<file path="config.mk">
export PLATFORM = sky130hd
export DESIGN_NAME = producer_flat
export DESIGN_NICKNAME = d
export VERILOG_FILES = /design/src/rtl/producer_pkg.sv /design/src/rtl/producer_if.sv /design/src/rtl/producer_gap_timer.sv /design/src/rtl/producer.sv /design/src/flat_wrapper.sv
export SDC_FILE = /design/constraint.sdc
export NUM_CORES = 1
export LEC_CHECK = 0
export ABC_AREA = 1
export BUFFER_PORTS_ARGS = -buffer_cell sky130_fd_sc_hd__buf_2
export CORE_AREA = 2 2 429 431
export CTS_BUF_LIST = sky130_fd_sc_hd__clkbuf_8
export CTS_CLUSTER_DIAMETER = 30
export DETAILED_ROUTE_END_ITERATION = 8
export DIE_AREA = 0 0 431 433
export PLACE_DENSITY = 0.3
export SLEW_MARGIN = 20
export SYNTH_ARGS = -nofsm -noshare
export SYNTH_HDL_FRONTEND = slang
export SYNTH_SLANG_ARGS = --single-unit
export TNS_END_PERCENT = 10
</file>
<file path="constraint.sdc">
create_clock -name clk1 -period 8.1 [get_ports clk1]
set_input_delay 0.405 -clock clk1 [delete_from_list [all_inputs] [get_ports clk1]]
set_output_delay 0.405 -clock clk1 [all_outputs]
set_load 0.1 [all_outputs]
</file>
<file path="src/rtl/producer_pkg.sv">
// Shared constants and FSM state type for the FIFO write-side producer.
// Params: WIDTH data bits, DEPTH (informational), PTR_WIDTH pointer bits.
package producer_pkg;
  localparam int WIDTH     = 1024;
  localparam int DEPTH     = 512;
  localparam int PTR_WIDTH = 9;

  typedef enum logic [1:0] {
    IDLE,
    BURST,
    GAP,
    DONE
  } state_e;
endpackage

</file>
<file path="src/rtl/producer_if.sv">
// FIFO write bus: Data_in/Write from producer, Full back from FIFO.
// master = producer side, slave = FIFO side.
interface producer_if;
  import producer_pkg::*;
  logic [WIDTH-1:0] Data_in;
  logic             Write;
  logic             Full;

  modport master (output Data_in, output Write, input Full);
  modport slave  (input Data_in, input Write, output Full);
endinterface

</file>
<file path="src/rtl/producer_gap_timer.sv">
// 8-bit loadable down-counter; expired_o while count is 0.
// Ports: clk, rst (sync high), load_i, value_i, expired_o.
module producer_gap_timer (
  input  logic       clk,
  input  logic       rst,
  input  logic       load_i,
  input  logic [7:0] value_i,
  output logic       expired_o
);
  logic [7:0] cnt_q, cnt_d;

  always_comb begin
    cnt_d = cnt_q;
    if (load_i)
      cnt_d = value_i;
    else if (cnt_q != 8'd0)
      cnt_d = cnt_q - 8'd1;
  end

  always_ff @(posedge clk) begin
    if (rst) cnt_q <= 8'd0;
    else     cnt_q <= cnt_d;
  end

  assign expired_o = (cnt_q == 8'd0);
endmodule

</file>
<file path="src/rtl/producer.sv">
// Burst traffic source writing seed-derived words into an async FIFO.
// Ports: clk1, rst, fifo (master), Start/Burst_len/Num_bursts/
// Idle_cycles/Seed, Busy, Done, Sent_count; Stall_count if
// PRODUCER_STALL_CNT_EN is defined.
module producer
  import producer_pkg::*;
(
  input  logic               clk1,
  input  logic               rst,
  producer_if.master         fifo,
  input  logic               Start,
  input  logic [PTR_WIDTH:0] Burst_len,
  input  logic [3:0]         Num_bursts,
  input  logic [7:0]         Idle_cycles,
  input  logic [31:0]        Seed,
  output logic               Busy,
  output logic               Done,
  output logic [31:0]        Sent_count
`ifdef PRODUCER_STALL_CNT_EN
  ,
  output logic [31:0]        Stall_count
`endif
);
  localparam int REP = WIDTH / 32;
  typedef logic [PTR_WIDTH:0] len_t;

  function automatic logic [WIDTH-1:0] pattern(
    input logic [31:0] v
  );
    return {REP{v}};
  endfunction

  state_e           state_q, state_d;
  len_t             len_q, len_d;
  logic [3:0]       nb_q, nb_d;
  logic [7:0]       idle_q, idle_d;
  logic [31:0]      seed_q, seed_d;
  logic [31:0]      idx_q, idx_d;
  len_t             wcnt_q, wcnt_d;
  logic [3:0]       bcnt_q, bcnt_d;
  logic             wr_q, wr_d;
  logic [WIDTH-1:0] data_q, data_d;
  logic [31:0]      sent_q, sent_d;

  logic       accept;
  logic       last_word;
  logic       last_burst;
  logic       gap_load;
  logic [7:0] gap_val;
  logic       gap_expired;

  assign accept     = wr_q & ~fifo.Full;
  assign last_word  = accept && (wcnt_q == len_q - len_t'(1));
  assign last_burst = (bcnt_q == nb_q - 4'd1);

  // Loaded with Idle_cycles-1 so GAP lasts exactly Idle_cycles.
  producer_gap_timer u_gap (
    .clk       (clk1),
    .rst       (rst),
    .load_i    (gap_load),
    .value_i   (gap_val),
    .expired_o (gap_expired)
  );

  always_comb begin
    state_d  = state_q;
    len_d    = len_q;
    nb_d     = nb_q;
    idle_d   = idle_q;
    seed_d   = seed_q;
    bcnt_d   = bcnt_q;
    gap_load = 1'b0;
    gap_val  = idle_q - 8'd1;
    idx_d    = idx_q + 32'(accept);
    sent_d   = sent_q + 32'(accept);
    wcnt_d   = wcnt_q + len_t'(accept);

    unique case (state_q)
      IDLE: begin
        if (Start) begin
          len_d  = Burst_len;
          nb_d   = Num_bursts;
          idle_d = Idle_cycles;
          seed_d = Seed;
          idx_d  = 32'd0;
          wcnt_d = '0;
          bcnt_d = 4'd0;
          if (Burst_len == '0 || Num_bursts == 4'd0)
            state_d = DONE;
          else
            state_d = BURST;
        end
      end
      BURST: begin
        if (last_word) begin
          wcnt_d = '0;
          if (last_burst) begin
            state_d = DONE;
          end else begin
            bcnt_d = bcnt_q + 4'd1;
            if (idle_q != 8'd0) begin
              state_d  = GAP;
              gap_load = 1'b1;
            end
          end
        end
      end
      GAP: begin
        if (gap_expired) state_d = BURST;
      end
      DONE: state_d = IDLE;
      default: state_d = IDLE;
    endcase

    // Stalled word keeps idx, so data re-derives to the same value.
    wr_d   = (state_d == BURST);
    data_d = wr_d ? pattern(seed_d + idx_d) : data_q;
  end

  always_ff @(posedge clk1) begin
    if (rst) begin
      state_q <= IDLE;
      len_q   <= '0;
      nb_q    <= 4'd0;
      idle_q  <= 8'd0;
      seed_q  <= 32'd0;
      idx_q   <= 32'd0;
      wcnt_q  <= '0;
      bcnt_q  <= 4'd0;
      wr_q    <= 1'b0;
      data_q  <= '0;
      sent_q  <= 32'd0;
    end else begin
      state_q <= state_d;
      len_q   <= len_d;
      nb_q    <= nb_d;
      idle_q  <= idle_d;
      seed_q  <= seed_d;
      idx_q   <= idx_d;
      wcnt_q  <= wcnt_d;
      bcnt_q  <= bcnt_d;
      wr_q    <= wr_d;
      data_q  <= data_d;
      sent_q  <= sent_d;
    end
  end

`ifdef PRODUCER_STALL_CNT_EN
  logic [31:0] stall_q, stall_d;
  assign stall_d = stall_q + 32'(wr_q & fifo.Full);
  always_ff @(posedge clk1) begin
    if (rst) stall_q <= 32'd0;
    else     stall_q <= stall_d;
  end
  assign Stall_count = stall_q;
`endif

  assign fifo.Write   = wr_q;
  assign fifo.Data_in = data_q;
  assign Busy         = (state_q != IDLE);
  assign Done         = (state_q == DONE);
  assign Sent_count   = sent_q;
endmodule

</file>
<file path="src/flat_wrapper.sv">
// flat-port wrapper written by rule: the top's interface ports become plain ports
module producer_flat import producer_pkg::*;
  (clk1, rst, Start, Burst_len, Num_bursts, Idle_cycles, Seed, Busy, Done, Sent_count, fifo_Data_in, fifo_Write, fifo_Full);
  producer_if fifo_i ();
  input  logic clk1;
  input  logic rst;
  input  logic Start;
  input  logic [PTR_WIDTH:0] Burst_len;
  input  logic [3:0] Num_bursts;
  input  logic [7:0] Idle_cycles;
  input  logic [31:0] Seed;
  output logic Busy;
  output logic Done;
  output logic [31:0] Sent_count;
  output wire logic [$bits(fifo_i.Data_in)-1:0] fifo_Data_in;
  output wire logic [$bits(fifo_i.Write)-1:0] fifo_Write;
  input wire logic [$bits(fifo_i.Full)-1:0] fifo_Full;
  assign fifo_Data_in = fifo_i.Data_in;
  assign fifo_Write = fifo_i.Write;
  assign fifo_i.Full = fifo_Full;
  producer u_core (.clk1(clk1), .rst(rst), .fifo(fifo_i), .Start(Start), .Burst_len(Burst_len), .Num_bursts(Num_bursts), .Idle_cycles(Idle_cycles), .Seed(Seed), .Busy(Busy), .Done(Done), .Sent_count(Sent_count));
endmodule
</file>
# After elaboration in Yosys (flattened, before gate mapping)
# Cells that the tools add are included.
[totals] regBits=1167 word_cells=69 in_bits=58
[op_classes] reduce_logical=13 n_eq_ne=9 n_bitwise=2 add_sub_neg=9 n_mux=24
[ops] cell="two-way mux 32 bit" n=4
[ops] cell="adder 32 x 1 -> 32 bit" n=2
[ops] cell="adder 32 bit" n=1
[ops] cell="two-way mux 10 bit" n=2
[ops] cell="case mux 10 bit (2 select lines)" n=1
[ops] cell="two-way mux 8 bit" n=2
[ops] cell="nonzero test 8 bit" n=2
[ops] cell="subtractor 8 x 1 -> 8 bit, second input constant" n=2
[ops] cell="two-way mux 2 bit" n=6
[ops] cell="two-way mux 4 bit" n=3
[ops] cell="adder 10 x 1 -> 10 bit" n=1
[ops] cell="== test 10 bit" n=1
[ops] cell="zero test 10 bit" n=1
[ops] cell="subtractor 10 x 1 -> 10 bit, second input constant" n=1
[ops] cell="zero test 8 bit" n=1
[ops] cell="case mux 2 bit (4 select lines)" n=1
[ops] cell="case mux 4 bit (2 select lines)" n=1
[ops] cell="nonzero test 2 bit" n=3
[ops] cell="adder 4 x 1 -> 4 bit, second input constant" n=1
[ops] cell="== test 2 x 1 -> 1 bit, second input constant" n=2
[ops] cell="== test 2 bit, second input constant" n=2
[ops] cell="== test 4 bit" n=1
[ops] cell="zero test 4 bit" n=1
[ops] cell="two-way mux 1 bit" n=4
[ops] cell="other kinds (10)" n=11

# Logic depth before layout (Yosys ltp)
[logic_depth] word_depth=6 mapped_depth=29 depth_no_buf=29

# Hierarchy
# From an unflattened synthesis, not the netlist that was laid out.
[hier_totals] cells_unflattened=2605 hier_area_um2=18129.9
[modules_own_cells] mod="producer" cells_each=2535 n_inst=1 area_each_um2=17656.9 seq_area_each_um2=3343.2
[modules_own_cells] mod="producer_gap_timer" cells_each=70 n_inst=1 area_each_um2=473.0 seq_area_each_um2=160.2

# Worst setup path before layout
# Ideal clock, no wire load.
[synth_path] path_kind="reg-to-reg" start="reg u_core.wr_q (netlist: u_core.fifo.Write)" end="reg u_core.data_q[1020] (netlist: u_core.fifo.Data_in[1020])" synth_period_minus_slack_ns=4.422 setup_slack_ns=3.678 n_path_buf=0 arrival_ns=4.302 path_stages_with_launch=28 cell_sequence="dfxtp_1 inv_1 nor2_1 ha_1 ha_1 nand2_1 nor2_1 nand2_1 nor2_1 inv_2 nor2_2 nand3_1 nor2_1 nand3_1 nor3_1 nand3_1 nor2_1 nor3_1 ha_1 nand2_1 o21ai_0 a21oi_1 inv_1 a221oi_1 o21ai_0 xor2_1 nor2_1 nor2_1"
[synth_via] elab_chain_len=5 elab_cells_between_ends=9 cone_classes="add/sub: 2; eq/ne: 1; mux: 4; bitwise: 1; reduce/logical: 1"
[synth_rtl] element="from (decl)" line="producer.sv:41" rtl="logic wr_q, wr_d;"
[synth_rtl] element="from (signal assigned)" line="producer.sv:142" rtl="wr_q <= wr_d;"
[synth_rtl] element="AND 1 bit (*)" line="producer.sv:52" rtl="assign accept = wr_q & ~fifo.Full;"
[synth_rtl] element="adder 32 x 1 -> 32 bit (*)" line="producer.sv:74" rtl="idx_d = idx_q + 32'(accept);"
[synth_rtl] element="two-way mux 32 bit" line="producer.sv:80" rtl="if (Start) begin"
[synth_rtl] element="two-way mux 32 bit (*)" line="producer.sv:78" rtl="unique case (state_q)"
[synth_rtl] element="via u_core.idx_d[18]" line="producer.sv:38" rtl="logic [31:0] idx_q, idx_d;"
[synth_rtl] element="adder 32 bit (*)" line="producer.sv:117" rtl="data_d = wr_d ? pattern(seed_d + idx_d) : data_q;"
[synth_rtl] element="to (signal assigned)" line="producer.sv:143" rtl="data_q <= data_d;"
[synth_rtl] element="to (decl)" line="producer.sv:42" rtl="logic [WIDTH-1:0] data_q, data_d;"
# The timed path passes the listed nets; every way through them passes the cells marked *.
# A chain may end at the register's enable or synchronous reset.

# Worst setup path in the final report
[layout_path] start="reg u_core.wr_q (netlist: u_core.fifo.Write)" end="reg u_core.data_q[1019] (netlist: u_core.fifo.Data_in[1019])"
# Same word-level chain as after synthesis.

==> impl_metrics.toml <==
[power_and_ir_drop]
power_density_mw_per_mm2 = 393
vdd_drop_max_mv = 0.295
p_leak_nw = 9.94

[place]
post-dp-hpwl_mm = 56.1
dpl_worst_slack_ns = 3.44
place.gp.congestion = 0.783
io_buffers = 1116

[route]
ant_nets = 0
route.detailed.drc = 0
via_per_inst = 2.88
drt-initial-drc-count = 749
dr_total_vias = 14300
drt_wl_total_mm = 70.7
drt_first_pass_iters = 4
detail_route.wl_per_cell_um = 14.3

[cells_and_area]
mostFrequentLayoutCells = "buf_2 (1,115), nand2_1 (207), nor2_1 (190)"
seqCellArea_mm2 = 0.00352
multiInputGateArea_mm2 = 0.00578
finalNetCount = 2648
drive_gt1_frac = 0.507
n_fill_cell = 21200
fin_util = 0.105
mostFrequentLayoutCell = "buf_2"
area_growth_pct = 8.77

[setup_path]
crit_fanout = 5
arrival_ns = 4.85
end_kind = "flip-flop"
start_kind = "flip-flop"
crit_type = "flip-flop to flip-flop"
required_ns = 8.52

[flow_run]
maxCapViolCount = 0

[cts]
clk_latency_ns = 0.53
cts.sinks = 175
cts_resized = 0
clkTransAtPathRegs_ns = 0.12
htreeDepth = 4
cts.hold.buffers_added = 0
cts_tree = "built"
root_buffer = "clkbuf_8"
cts_setup_buffers = 0
cts.path.max_buffers = 2
cts_buffers = 17

[global_route]
grt_pass1_wl_mm = 92.7
antenna_found_initial = 30
first_global_vias = 12300
overflow = 0
grt_usage = 0.0691
grt_max_degree = 72

[floorplan]
dieHeight_um = 433
io_pins = 1117
dieArea_mm2 = 0.187
die_w_um = 431
num_rows = 157
core_area_mm2 = 0.182
initial_core_util = 0.0967

[timing]
fin_crit_sh = 0.548
min_period_ns = 4.44
relSlewSlack = 0.299
whs_ns = 0.0984
hold_viol_final = 0
setup_viol = 0
rsz0062_at_grt = "false"
fin_setup_tns_ns = 0
skew_ns = 0.0261
fmax_mhz = 225
tightest_slew_ns = 1.05
slew_viol_final = 0
layout_setup_ws_ns = 3.66

[synthesis]
yosysUniqueCellTypes = 50
syn-num-nets = 2519
synth_cells = 2419
syn_area_mm2 = 0.0176
avgSynthCellArea_um2 = 7.28
yosysWarnings = 0
synth-seq-cells = 175
seq_area_frac_synth = 0.199

[outcome]
outcome = "finished clean"

[hold_path]
hp-class = "input pin to flip-flop"
[cells by family after synthesis]
kind of cell,Yosys count,synth area share
flops,175,0.199
simple gates,640,0.175
compound gates,281,0.0882
xor+xnor,68,0.0338
buf+inv,1212,0.473
fa+ha+maj,42,0.0303
mux,1,0.000568
[critical path: stages (launching register included)]
cell and delay, ns:
dfxtp_1 0.34, inv_1 0.04, nor2_1 0.08, buf_4 0.15
ha_1 0.17, ha_1 0.21, nand2_1 0.07, nor2_1 0.12
nand2_1 0.09, nor2_1 0.21, inv_2 0.09, nor2_2 0.18
nand3_1 0.15, nor2_1 0.19, nand3_1 0.09, nor3_1 0.17
nand3_1 0.09, nor2_1 0.14, nor3_1 0.09, ha_1 0.37
nand2_1 0.20, inv_1 0.06, a21oi_1 0.19, nand2_1 0.09
a221oi_1 0.26, o21ai_0 0.16, xnor2_1 0.24, a21oi_1 0.10
[cell type report]
class,count,area share
well taps,2385,0.156
diodes,8,0.00105
clock inverters,15,0.00764
clock buffers,17,0.0122
repair buffers,1144,0.303
flip-flops and latches,175,0.184
inverters,178,0.0349
multi-input cells,1032,0.302
[stage by stage]
step	instances	instance area, um2	total power [mW]
after CTS	4946	19100	7.63
after detailed placement	4914	18800	6.95
after global placement	4914	18700	6.97
after global routing	4947	19100	7.77
final	4954	19200	7.54
after floorplan	2419	17600	6.95
[flip-flops by register name, indices dropped and copies added (netlist names)]
register and cells:
u_core.bcnt_q 4, u_core.idx_q 32, u_core.nb_q 4, u_core.seed_q 32, u_core.fifo.Write 1, u_core.fifo.Data_in 32, u_core.wcnt_q 10, u_core.Sent_count 32
u_core.u_gap.cnt_q 8, u_core.idle_q 8, u_core.state_q 2, u_core.len_q 10
[final timing paths]
check | depth (start not counted) | endpoint | slack [ns] | start
worst max-delay path | 27 | u_core.fifo.Data_in[1019]$_SDFFE_PP0P_ | 3.66 | u_core.fifo.Write$_SDFF_PP0_
worst max register to register | 27 | u_core.fifo.Data_in[1019]$_SDFFE_PP0P_ | 3.66 | u_core.fifo.Write$_SDFF_PP0_
worst min-delay path | 3 | u_core.idle_q[2]$_SDFFE_PP0P_ | 0.1 | Idle_cycles[2]
worst min register to register | 2 | u_core.Sent_count[31]$_SDFF_PP0_ | 0.48 | u_core.Sent_count[31]$_SDFF_PP0_
[Yosys cell counts (all sizes together)]
cell | instances | share of area
buf | 1004 | 0.43
nand4 | 32 | 0.012
nor3b | 5 | 0.0024
o21ai | 124 | 0.035
nand2 | 222 | 0.050
inv | 178 | 0.038
nor3 | 63 | 0.019
xnor2 | 29 | 0.014
a211oi | 13 | 0.0055
nand3b | 3 | 0.0013
fa | 1 | 0.0011
nor2 | 208 | 0.052
xor2 | 39 | 0.019
or2 | 33 | 0.012
a21boi | 1 | 0.00043
o221ai | 1 | 0.00050
o21bai | 5 | 0.0023
a21oi | 116 | 0.035
a221oi | 4 | 0.0020
dfxtp | 175 | 0.20
a31oi | 8 | 0.0028
nor4 | 30 | 0.011
nand3 | 43 | 0.015
mux2i | 1 | 0.00057
a21o | 4 | 0.0017
o21a | 5 | 0.0021
ha | 41 | 0.029
clkbuf | 30 | 0.0066
or4 | 1 | 0.00043
[power by group]
| group | internal [mW] | leakage, nW | switching, mW |
|---|---|---|---|
| registers | 0.923 | 1.44 | 0.123 |
| clock network | 0.227 | 0.190 | 0.414 |
| logic | 0.568 | 8.31 | 5.28 |
| total | 1.72 | 9.94 | 5.82 |
[metal layers]
metal	GRT usage	routed length, um	vias to the layer above
met5	0	0	-
met4	0.0214	1590	0
met3	0.00544	2500	89
met2	0.131	37800	517
met1	0.0817	28800	6695
li1	-	-	6980
Note: power is estimated with default switching activity, not from simulation.
